===== src/rtl/uni_shift_seq.sv =====
// Universal shift/rotate register with multi-cycle, programmable-distance shifts.
// One bit position moves per enabled cycle; start/busy/done handshake frames each command.
module uni_shift_seq #(
  parameter int N     = 8,
  parameter int AMT_W = 4
) (
  input  logic             clk,
  input  logic             rst_n,
  input  logic             en,
  input  logic             start,
  input  logic [2:0]       op,
  input  logic [AMT_W-1:0] amt,
  input  logic [N-1:0]     d,
  input  logic             sin_l,
  input  logic             sin_r,
  input  logic             abort,
  output logic [N-1:0]     q,
  output logic             busy,
  output logic             done,
  output logic             sout_l,
  output logic             sout_r
);

  localparam logic [2:0] OP_HOLD = 3'b000;
  localparam logic [2:0] OP_SLL  = 3'b001;
  localparam logic [2:0] OP_SRL  = 3'b010;
  localparam logic [2:0] OP_SRA  = 3'b011;
  localparam logic [2:0] OP_ROL  = 3'b100;
  localparam logic [2:0] OP_ROR  = 3'b101;
  localparam logic [2:0] OP_LOAD = 3'b110;
  localparam logic [2:0] OP_CLR  = 3'b111;

  typedef enum logic {IDLE, RUN} state_t;

  state_t           state, state_n;
  logic [AMT_W-1:0] cnt, cnt_n;
  logic [2:0]       op_r, op_n;
  logic [N-1:0]     q_n;
  logic             done_n;

  // One-position move; serial fills are taken live on every step.
  function automatic logic [N-1:0] step_q(input logic [2:0] o, input logic [N-1:0] v,
                                          input logic sl, input logic sr);
    case (o)
      OP_SLL:  step_q = {v[N-2:0], sr};
      OP_SRL:  step_q = {sl, v[N-1:1]};
      OP_SRA:  step_q = {v[N-1], v[N-1:1]};
      OP_ROL:  step_q = {v[N-2:0], v[N-1]};
      OP_ROR:  step_q = {v[0], v[N-1:1]};
      default: step_q = v;
    endcase
  endfunction

  always_comb begin
    state_n = state;
    cnt_n   = cnt;
    op_n    = op_r;
    q_n     = q;
    done_n  = 1'b0;
    if (abort && state == RUN) begin
      // Cancel keeps the partial result and suppresses done.
      state_n = IDLE;
      cnt_n   = '0;
    end else if (en) begin
      case (state)
        IDLE: begin
          if (start) begin
            case (op)
              OP_HOLD: done_n = 1'b1;
              OP_LOAD: begin q_n = d;  done_n = 1'b1; end
              OP_CLR:  begin q_n = '0; done_n = 1'b1; end
              default: begin
                if (amt == '0) begin
                  done_n = 1'b1;
                end else begin
                  q_n = step_q(op, q, sin_l, sin_r);
                  if (amt == AMT_W'(1)) begin
                    done_n = 1'b1;
                  end else begin
                    state_n = RUN;
                    cnt_n   = amt - AMT_W'(1);
                    op_n    = op;
                  end
                end
              end
            endcase
          end
        end
        RUN: begin
          q_n   = step_q(op_r, q, sin_l, sin_r);
          cnt_n = cnt - AMT_W'(1);
          if (cnt == AMT_W'(1)) begin
            state_n = IDLE;
            done_n  = 1'b1;
          end
        end
        default: state_n = IDLE;
      endcase
    end
  end

  always_ff @(posedge clk or negedge rst_n) begin
    if (!rst_n) begin
      state <= IDLE;
      cnt   <= '0;
      op_r  <= OP_HOLD;
      q     <= '0;
      done  <= 1'b0;
    end else begin
      state <= state_n;
      cnt   <= cnt_n;
      op_r  <= op_n;
      q     <= q_n;
      done  <= done_n;
    end
  end

  assign busy   = (state == RUN);
  assign sout_l = q[N-1];
  assign sout_r = q[0];

endmodule


===== config.mk =====
export PLATFORM = sky130hd
export DESIGN_NAME = uni_shift_seq
export DESIGN_NICKNAME = d
export VERILOG_FILES = /design/src/rtl/uni_shift_seq.sv
export SDC_FILE = /design/constraint.sdc
export NUM_CORES = 1
export LEC_CHECK = 0
export ABC_AREA = 1
export CORE_MARGIN = 10
export CORE_UTILIZATION = 45
export DETAILED_ROUTE_END_ITERATION = 10
export HOLD_SLACK_MARGIN = 0.08
export PLACE_DENSITY = 0.82
export SYNTH_ARGS = -nofsm -noshare
export SYNTH_HDL_FRONTEND = slang
export SYNTH_SLANG_ARGS = --single-unit

===== constraint.sdc =====
create_clock -name clk -period 3.75 [get_ports clk]
set_clock_uncertainty 0.2 [all_clocks]
set_input_delay 0.9375 -clock clk [delete_from_list [all_inputs] [get_ports clk]]
set_output_delay 0.9375 -clock clk [all_outputs]
set_load 0.05 [all_outputs]

After elaboration in Yosys (flattened, before gate mapping)
Cells that the tools add are included.
- RAM bits: 0
- ROM bits: 0
- flip-flop bits (word level): 17
- output and inout bits: 12
- latch bits: 0
- memories kept: 0
- $mul: 0
- divide/modulo/power cells: 0
- bitwise logic cells: 5
- muxes and demuxes: 29
- reduce and logical (&&, ||, !) cells: 9
- shifts and indexed selects: 0
- $lt $le $gt $ge: 0
- equality and inequality tests: 27
- add/subtract/negate cells: 2
- operator list (operator ; count):
    case mux 8 bit (5 select lines) ; 2
    2-to-1 mux 4 bit ; 6
    case mux 8 bit (3 select lines) ; 1
    == test 3 bit (second input constant) ; 6
    2-to-1 mux 8 bit ; 2
    case mux 8 bit (2 select lines) ; 1
    2-to-1 mux 1 bit ; 14
    AND reduction 7 bit ; 2
    == test 3 x 2 -> 1 bit (second input constant) ; 4
    inequality test 3 bit (second input constant) ; 4
    AND reduction 9 bit ; 1
    == test 4 x 1 -> 1 bit (second input constant) ; 2
    inequality test 8 x 1 -> 1 bit (second input constant) ; 1
    case mux 4 bit (2 select lines) ; 1
    subtractor 4 x 1 -> 4 bit (second input constant) ; 2
    inequality test 7 x 1 -> 1 bit (second input constant) ; 1
    == test 3 x 1 -> 1 bit (second input constant) ; 2
    inequality test 2 bit (second input constant) ; 3
    inequality test 6 x 1 -> 1 bit (second input constant) ; 1
    inequality test 5 x 1 -> 1 bit (second input constant) ; 1
    NOT 1 bit ; 5
    AND reduction 5 bit ; 1
    logical NOT 4 bit ; 1
    inequality test 4 x 2 -> 1 bit (second input constant) ; 1
    other kinds (6) ; 7

Logic depth before layout (Yosys ltp)
Gate-level depths: netlist of run 1.
- depth in word-level cells: 8
- gate-level depth with buffers: 10
- gate-level depth less buffers: 9

Least setup slack after synthesis of run 1
No wires, ideal clock.
- path type: input port to flip-flop
- start point: input amt[0]
- end point: register op_r[1]
- stages on the path: 8
- buffers on the path: 0
- arrival time: 1.867 ns
- data required time: 3.426 ns
- setup slack: 1.559 ns
- path through: inv_1 ha_1 o21ai_0 nand3_2 nor2_2 nand3_2 nand2_1 o21ai_1
- longest elaborated chain between the ends: 3
- elaborated cells between the ends (all ways): 5
- those cells by class: eq/ne: 1; bitwise: 2; reduce/logical: 2
- RTL lines (what ; RTL line ; text):
    start, declared ; 12 ; input logic [AMT_W-1:0] amt,
    == test 4 x 1 -> 1 bit or logical NOT 4 bit (tied branches) ; 77, 73 ;
    NOT 1 bit (no source line) ; n/a ;
    AND reduction 7 bit (no source line) (*) ; n/a ;
    end signal, assigned ; 112 ; op_r <= op_n;
    end, declared ; 37 ; logic [2:0] op_r, op_n;
Every way passes the cells marked *; elsewhere a longest branch is shown, timed or not.
A chain may end at the register's enable or synchronous reset.

Worst setup path in the final report of run 1
- start point: register q[7]
- end point: output q[7]
- RTL lines (what ; RTL line ; text):
    start, declared ; 17 ; output logic [N-1:0] q,
    start signal, assigned ; 113 ; q <= q_n;
No word-level cell between the ends.

==> impl_metrics.csv, run 1 <==
group,metric,value,unit
timing,period_minus_slack,2810,ps
power,comb_power_share,62.7,%
synthesis,synth_fp_nets,277,
route,routed_wirelength,4065,um
floorplanning,die_x,79.64,um
synthesis,yosys_warnings,0,
min_path,hold_class,"reg2reg",
floorplanning,dieHeight,79.64,um
synthesis,syn-cell-area,1600,um2
global_routing,grt_usage,13.51,%
route,postRouteAntennaNets,0,
power,power_leakage,0.9833,nW
clocking,cts_root_buffer,"clkbuf_4",
synthesis,ys_seq_area_share,26.58,%
final_layout,final_nets,308,
synthesis,netlist_instances,250,
route,wl_per_cell,12.47,um
clocking,clock_sinks,17,
synthesis,synth_top_area_cell,"dfrtp_1",
clocking,ctsHtreeMaxLevel,1,
clocking,cts_resized,0,
global_routing,grt_pass1_wl,7100,um
timing,hold_viol_final,0,
floorplanning,start_util,47.21,%
global_routing,grt_max_degree,22,
final_layout,n_fill_cell,303,
power,switching_share,53.27,%
worst_setup_path,cp_top_family,"buffers and inverters",
worst_setup_path,cp_slowest_stage_delay,850,ps
status,status,"completed",
global_routing,antenna_found_initial,0,
worst_setup_path,crit_buf_inv,1,
timing,rsz0062_at_grt,"false",
clocking,cts_buffer_depth,2,
floorplanning,row_count,21,
route,firstDrtPassIters,4,
worst_setup_path,crit_slowest_cell,"clkdlybuf4s50_1",
power,switchingPower,0.6303,mW
place,portBuffers,33,
place,dp_hpwl,3096,um
clocking,clk_pin_slew_worst_paths,130,ps
floorplanning,io_pins,34,
worst_setup_path,criticalPathCategory,"reg2out",
clocking,cts_hold_buf,0,
power,power_density,602.7,nW/um2
worst_setup_path,cp.required,2610,ps
worst_setup_path,crit_arrival,1670,ps
worst_setup_path,endpoint_kind,"primary output",
final_layout,seqCellArea,425.4,um2
timing,worst_pin_slew,821.6,ps
clocking,cts_setup_buffers,0,
route,first_iter_violations,189,
floorplanning,core-area,3390,um2
power,peakVddDrop,0.0003474,V
worst_setup_path,crit_chain,"clkdlybuf4s50_1",
place,gp_congestion,0.8945,
worst_setup_path,cp_max_fo,7,
global_routing,grt_overflow,0,
timing,setup_tns,0,ps
route,num_vias,1654,
power,clockPowerShare,9.4,%
synthesis,synth.distinct_cells,28,
timing,max_freq,355.9,MHz
timing,report.final.slew_viol_count,0,
timing,period_share,74.93,%
timing,max-slew-margin-rel,45.05,%
run,maxCapViolCount,0,
final_layout,layout-drive-gt1-share,10.00,%
clocking,numCtsBuffers,3,
power,seqPwrFrac,28.0,%
final_layout,area_delta_synth_final,22.67,%
synthesis,synth_seq_cells,17,
final_layout,multiInputGateArea,996.0,um2
power,p_int,0.5529,mW
floorplanning,die_area,6342,um2
worst_setup_path,reg2reg_slack,1750,ps
synthesis,netlist.area_leader.share,26.58,%
route,vias_per_cell,5.074,
global_routing,grt_pass1_vias,1634,
clocking,cts_tree,"done",
timing,hold_slack,391.3,ps
route,drc_errors,0,
synthesis,yosys-top-cells-area,"dfrtp_1, nand2_1, nand3_1",
worst_setup_path,start_kind,"register",
timing,setup_viol,0,
synthesis,synth.avg_cell_area,6.401,um2
final_layout,insertedDiodeCount,0,
clocking,clk_latency,320,ps
worst paths after layout:
path / start / to / depth (start not counted)
worst max-delay path: q[7] / q[7] / 1
worst min-delay path: q[5] / q[5] / 2
worst max register to register: busy / q[2] / 9
worst min register to register: q[5] / q[5] / 2
max in group asynchronous: rst_n / op_r[1] / 1
min in group asynchronous: rst_n / q[6] / 1
power by group through the flow:
stage / Sequential [mW] / Combinational (mW) / Clock, mW
global placement: 0.333 / 0.736 / 0
CTS: 0.331 / 0.746 / 0.112
finish: 0.331 / 0.742 / 0.111
floorplan: 0.473 / 0.404 / 0
detailed placement: 0.333 / 0.745 / 0
global route: 0.345 / 0.821 / 0.118
logic make-up (layout without fill, tap and decap cells):
logic type | after synthesis | after routing | synth area share [%]
adders and majority gates | 5 | 5 | 3.909
and+or+nand+nor | 154 | 154 | 43.86
buffers and inverters | 39 | 69 | 11.18
DFF | 17 | 17 | 26.58
AOI/OAI and AO/OA | 31 | 31 | 12.27
xor gates and xnor gates | 4 | 4 | 2.190
cells in the final DEF, fill, tap and decap left out, drive strengths merged, types with 3 or more instances in the layout:
| cell | count |
|---|---|
| inv | 31 |
| xnor2 | 3 |
| o21ai | 13 |
| nor2 | 39 |
| dfrtp | 17 |
| ha | 5 |
| nand4 | 4 |
| nand2 | 77 |
| clkdlybuf4s50 | 33 |
| nand3 | 33 |
| a21oi | 14 |
| clkbuf | 3 |
worst min-delay path, cell delays in order, from the launching register on:
cell	delay [ps]
dfrtp_1	410
nor2_1	70
a21oi_2	90
area by class of cell:
| cell class | instances | share of cell area (%) |
|---|---|---|
| clock buffers | 3 | 1.147 |
| inverters | 31 | 6.055 |
| multi-input cells | 194 | 50.73 |
| repair buffers | 34 | 17.21 |
| clock inverters | 1 | 0.2549 |
| flip-flops and latches | 17 | 21.67 |
| well taps | 46 | 2.932 |
cell usage after synthesis, drive strengths merged:
library cell	n
nand2	77
nor2	39
nand3	33
inv	31
dfrtp	17
a21oi	14
o21ai	13
buf	7
ha	5
nand4	4
xnor2	3
a211oi	2
o22ai	2
clkbuf	1
or2	1
xor2	1
stage by stage:
| step | area [um2] | setup WS (ps) | cells | total power [mW] | utilization (%) |
|---|---|---|---|---|---|
| after floorplan | 1600 | 1559 | 250 | 0.8774 | - |
| after global placement | 1936 | 992.2 | 322 | 1.069 | 57.11 |
| after detailed placement | 1936 | 922.9 | 322 | 1.078 | 57.11 |
| after CTS | 1963 | 943.8 | 326 | 1.189 | 57.92 |
| after global routing | 1963 | 860.7 | 326 | 1.283 | 57.92 |
| final | 1963 | 940.0 | 326 | 1.183 | 57.92 |
metal layers:
layer  global-route usage (%)  up-vias  wire [um]
met1                    16.09      743       1754
met3                    4.054        8        319
li1                         -      851          -
met5                        0        -          0
met4                    4.839        0         50
met2                    22.33       52       1941
sequential cells by signal, indices dropped and copies added, names as in the netlist:
name,flops
busy,1
cnt,4
done,1
op_r,3
q,8
(Power assumes the default switching activity.)
==> run 2, diff against run 1 <==
--- a/config.mk
+++ b/config.mk
@@ -10,7 +10,7 @@
 export CORE_UTILIZATION = 45
 export DETAILED_ROUTE_END_ITERATION = 10
 export HOLD_SLACK_MARGIN = 0.08
-export PLACE_DENSITY = 0.82
+export PLACE_DENSITY = 0.85
 export SYNTH_ARGS = -nofsm -noshare
 export SYNTH_HDL_FRONTEND = slang
 export SYNTH_SLANG_ARGS = --single-unit
==> constraint.sdc (replaced) <==
create_clock -name clk -period 2.3 [get_ports clk]
set_clock_uncertainty 0.2 [all_clocks]
set_input_delay 0.575 -clock clk [delete_from_list [all_inputs] [get_ports clk]]
set_output_delay 0.575 -clock clk [all_outputs]
set_load 0.05 [all_outputs]
==> impl_metrics.csv, run 2 (same netlist as run 1, synthesis figures left out) <==
group,metric,value,unit
worst_setup_path,cp.required,2290,ps
min_path,hp-start,"op_r[0]",
worst_setup_path,cp_slowest_stage_delay,470,ps
power,peakVddDrop,0.0004410,V
timing,period_minus_slack,2080,ps
global_routing,grt_usage,12.69,%
timing,hold_slack,382.9,ps
final_layout,largest_register_ffs,8,
place,portBuffers,33,
floorplanning,core-area,3390,um2
timing,setup_viol,0,
route,drc_errors,0,
place,gp_congestion,0.8854,
route,num_vias,1647,
final_layout,fin_area,1998,um2
final_layout,n_fill_cell,313,
floorplanning,io_pins,34,
place,dp_hpwl,3187,um
min_path,hold_class,"reg2reg",
timing,rsz0062_at_grt,"false",
clocking,cts_setup_buffers,0,
worst_setup_path,crit_buf_inv,2,
clocking,ctsHtreeMaxLevel,1,
route,vias_per_cell,4.946,
worst_setup_path,endpoint_kind,"register",
worst_setup_path,start_kind,"primary input",
route,postRouteAntennaNets,0,
floorplanning,start_util,47.21,%
final_layout,insertedDiodeCount,0,
final_layout,multiInputGateArea,996.0,um2
timing,max-slew-margin-rel,77.30,%
final_layout,layout-drive-gt1-share,16.38,%
worst_setup_path,crit_slowest_cell,"clkdlybuf4s50_1",
timing,worst_pin_slew,336.9,ps
global_routing,grt_overflow,0,
clocking,cts_hold_buf,0,
power,power_leakage,1.032,nW
final_layout,final_util,58.95,%
floorplanning,row_count,21,
global_routing,grt_pass1_wl,6748,um
clocking,numCtsBuffers,3,
global_routing,grt_max_degree,18,
place,dp.cells,329,
clocking,clock_sinks,17,
timing,hold_viol_final,0,
final_layout,layout_commonest_cell,"nand2_1",
final_layout,area_delta_synth_final,24.86,%
timing,max_freq,480.8,MHz
worst_setup_path,criticalPathCategory,"in2reg",
worst_setup_path,crit_arrival,2070,ps
floorplanning,die_area,6342,um2
final_layout,seqCellArea,425.4,um2
global_routing,grt_pass1_vias,1584,
run,maxCapViolCount,0,
worst_setup_path,critPathLaunch,"amt[1]",
final_layout,regMostFlops,"q",
power,power_density,951.9,nW/um2
power,total_power,1.902,mW
final_layout,instances_no_fill,333,
clocking,cts_root_buffer,"clkbuf_4",
timing,period_share,90.44,%
floorplanning,die_x,79.64,um
worst_setup_path,cp_top_family,"buffers and inverters",
place,placed_cell_area,1971,um2
route,first_iter_violations,134,
clocking,clk_pin_slew_worst_paths,110,ps
worst_setup_path,cp_max_fo,7,
route,wl_per_cell,12.19,um
clocking,cts_tree,"done",
timing,report.final.slew_viol_count,0,
final_layout,layout_common_cells,"nand2_1, nor2_1, nand3_1, inv_1, clkdlybuf4s50_1",
clocking,cts_buffer_depth,2,
global_routing,antenna_found_initial,0,
floorplanning,dieHeight,79.64,um
worst_setup_path,rr_startpoint,"busy",
clocking,cts_resized,0,
clocking,clk_latency,290,ps
status,status,"completed",
worst_setup_path,crit_chain,"clkdlybuf4s50_1 -> inv_1 -> ha_1 -> o21ai_0 -> nand3_2 -> nor2_2 -> nand3_2 -> nand2_1 -> o21ai_1",
worst_setup_path,crit_top_cell,"nand3_2",
final_layout,final_nets,315,
final_layout,reg.largest.list,"q: 8 flops, cnt: 4 flops, op_r: 3 flops",
route,firstDrtPassIters,4,
route,routed_wirelength,4059,um
## run 2: cell count changes in the layout (fill, tap and decap cells not counted)
cell             change
buf_12               +1
buf_4               +18
clkdlybuf4s50_1     -12
## run 2: power breakdown
part	internal, mW	switching, mW
Sequential	0.410	0.137
Combinational	0.409	0.779
Clock	0.0647	0.103
Total	0.883	1.02
## run 2: path summary, 6_finish.rpt
| check | end | slack, ps | cells past startpoint |
|---|---|---|---|
| worst max-delay path | op_r[1] | 220 | 9 |
| worst min-delay path | op_r[0] | 380 | 2 |
| worst max register to register | q[1] | 440 | 8 |
| worst min register to register | op_r[0] | 380 | 2 |
| max in group asynchronous | q[3] | 1300 | 2 |
| min in group asynchronous | q[6] | 400 | 2 |
## run 2: through the flow
| step | worst slack, ps | TNS [ps] |
|---|---|---|
| 2_1_floorplan | 471.2 | 0 |
| 3_3_place_gp | -51.48 | -167.3 |
| 3_5_place_dp | -113.2 | -380.3 |
| 4_1_cts | 207.6 | 0 |
| 5_1_grt | 32.18 | 0 |
| 6_report | 219.9 | 0 |
## run 2: per-layer routing
metal,vias to the layer above,GRT usage (%),share of wire (%)
met5,-,0,0
li1,865,-,-
met1,731,14.75,45
met2,47,22.57,48
met4,0,2.688,0.81
met3,4,3.378,6.7
## run 2: area by class of cell
type                            count  share of cell area [%]
Clock buffer                        3                   1.127
Clock inverter                      1                  0.2505
Inverter                           31                   5.949
Multi-Input combinational cell    194                   49.84
Sequential cell                    17                   21.29
Tap cell                           46                   2.880
Timing Repair Buffer               41                   18.66
## run 2: worst reg2reg max path, delay by kind of cell (launching register included)
family / cells / cell delay (ps)
flops: 1 / 570
compound gates: 1 / 70
buf+inv: 1 / 280
simple gates: 6 / 640
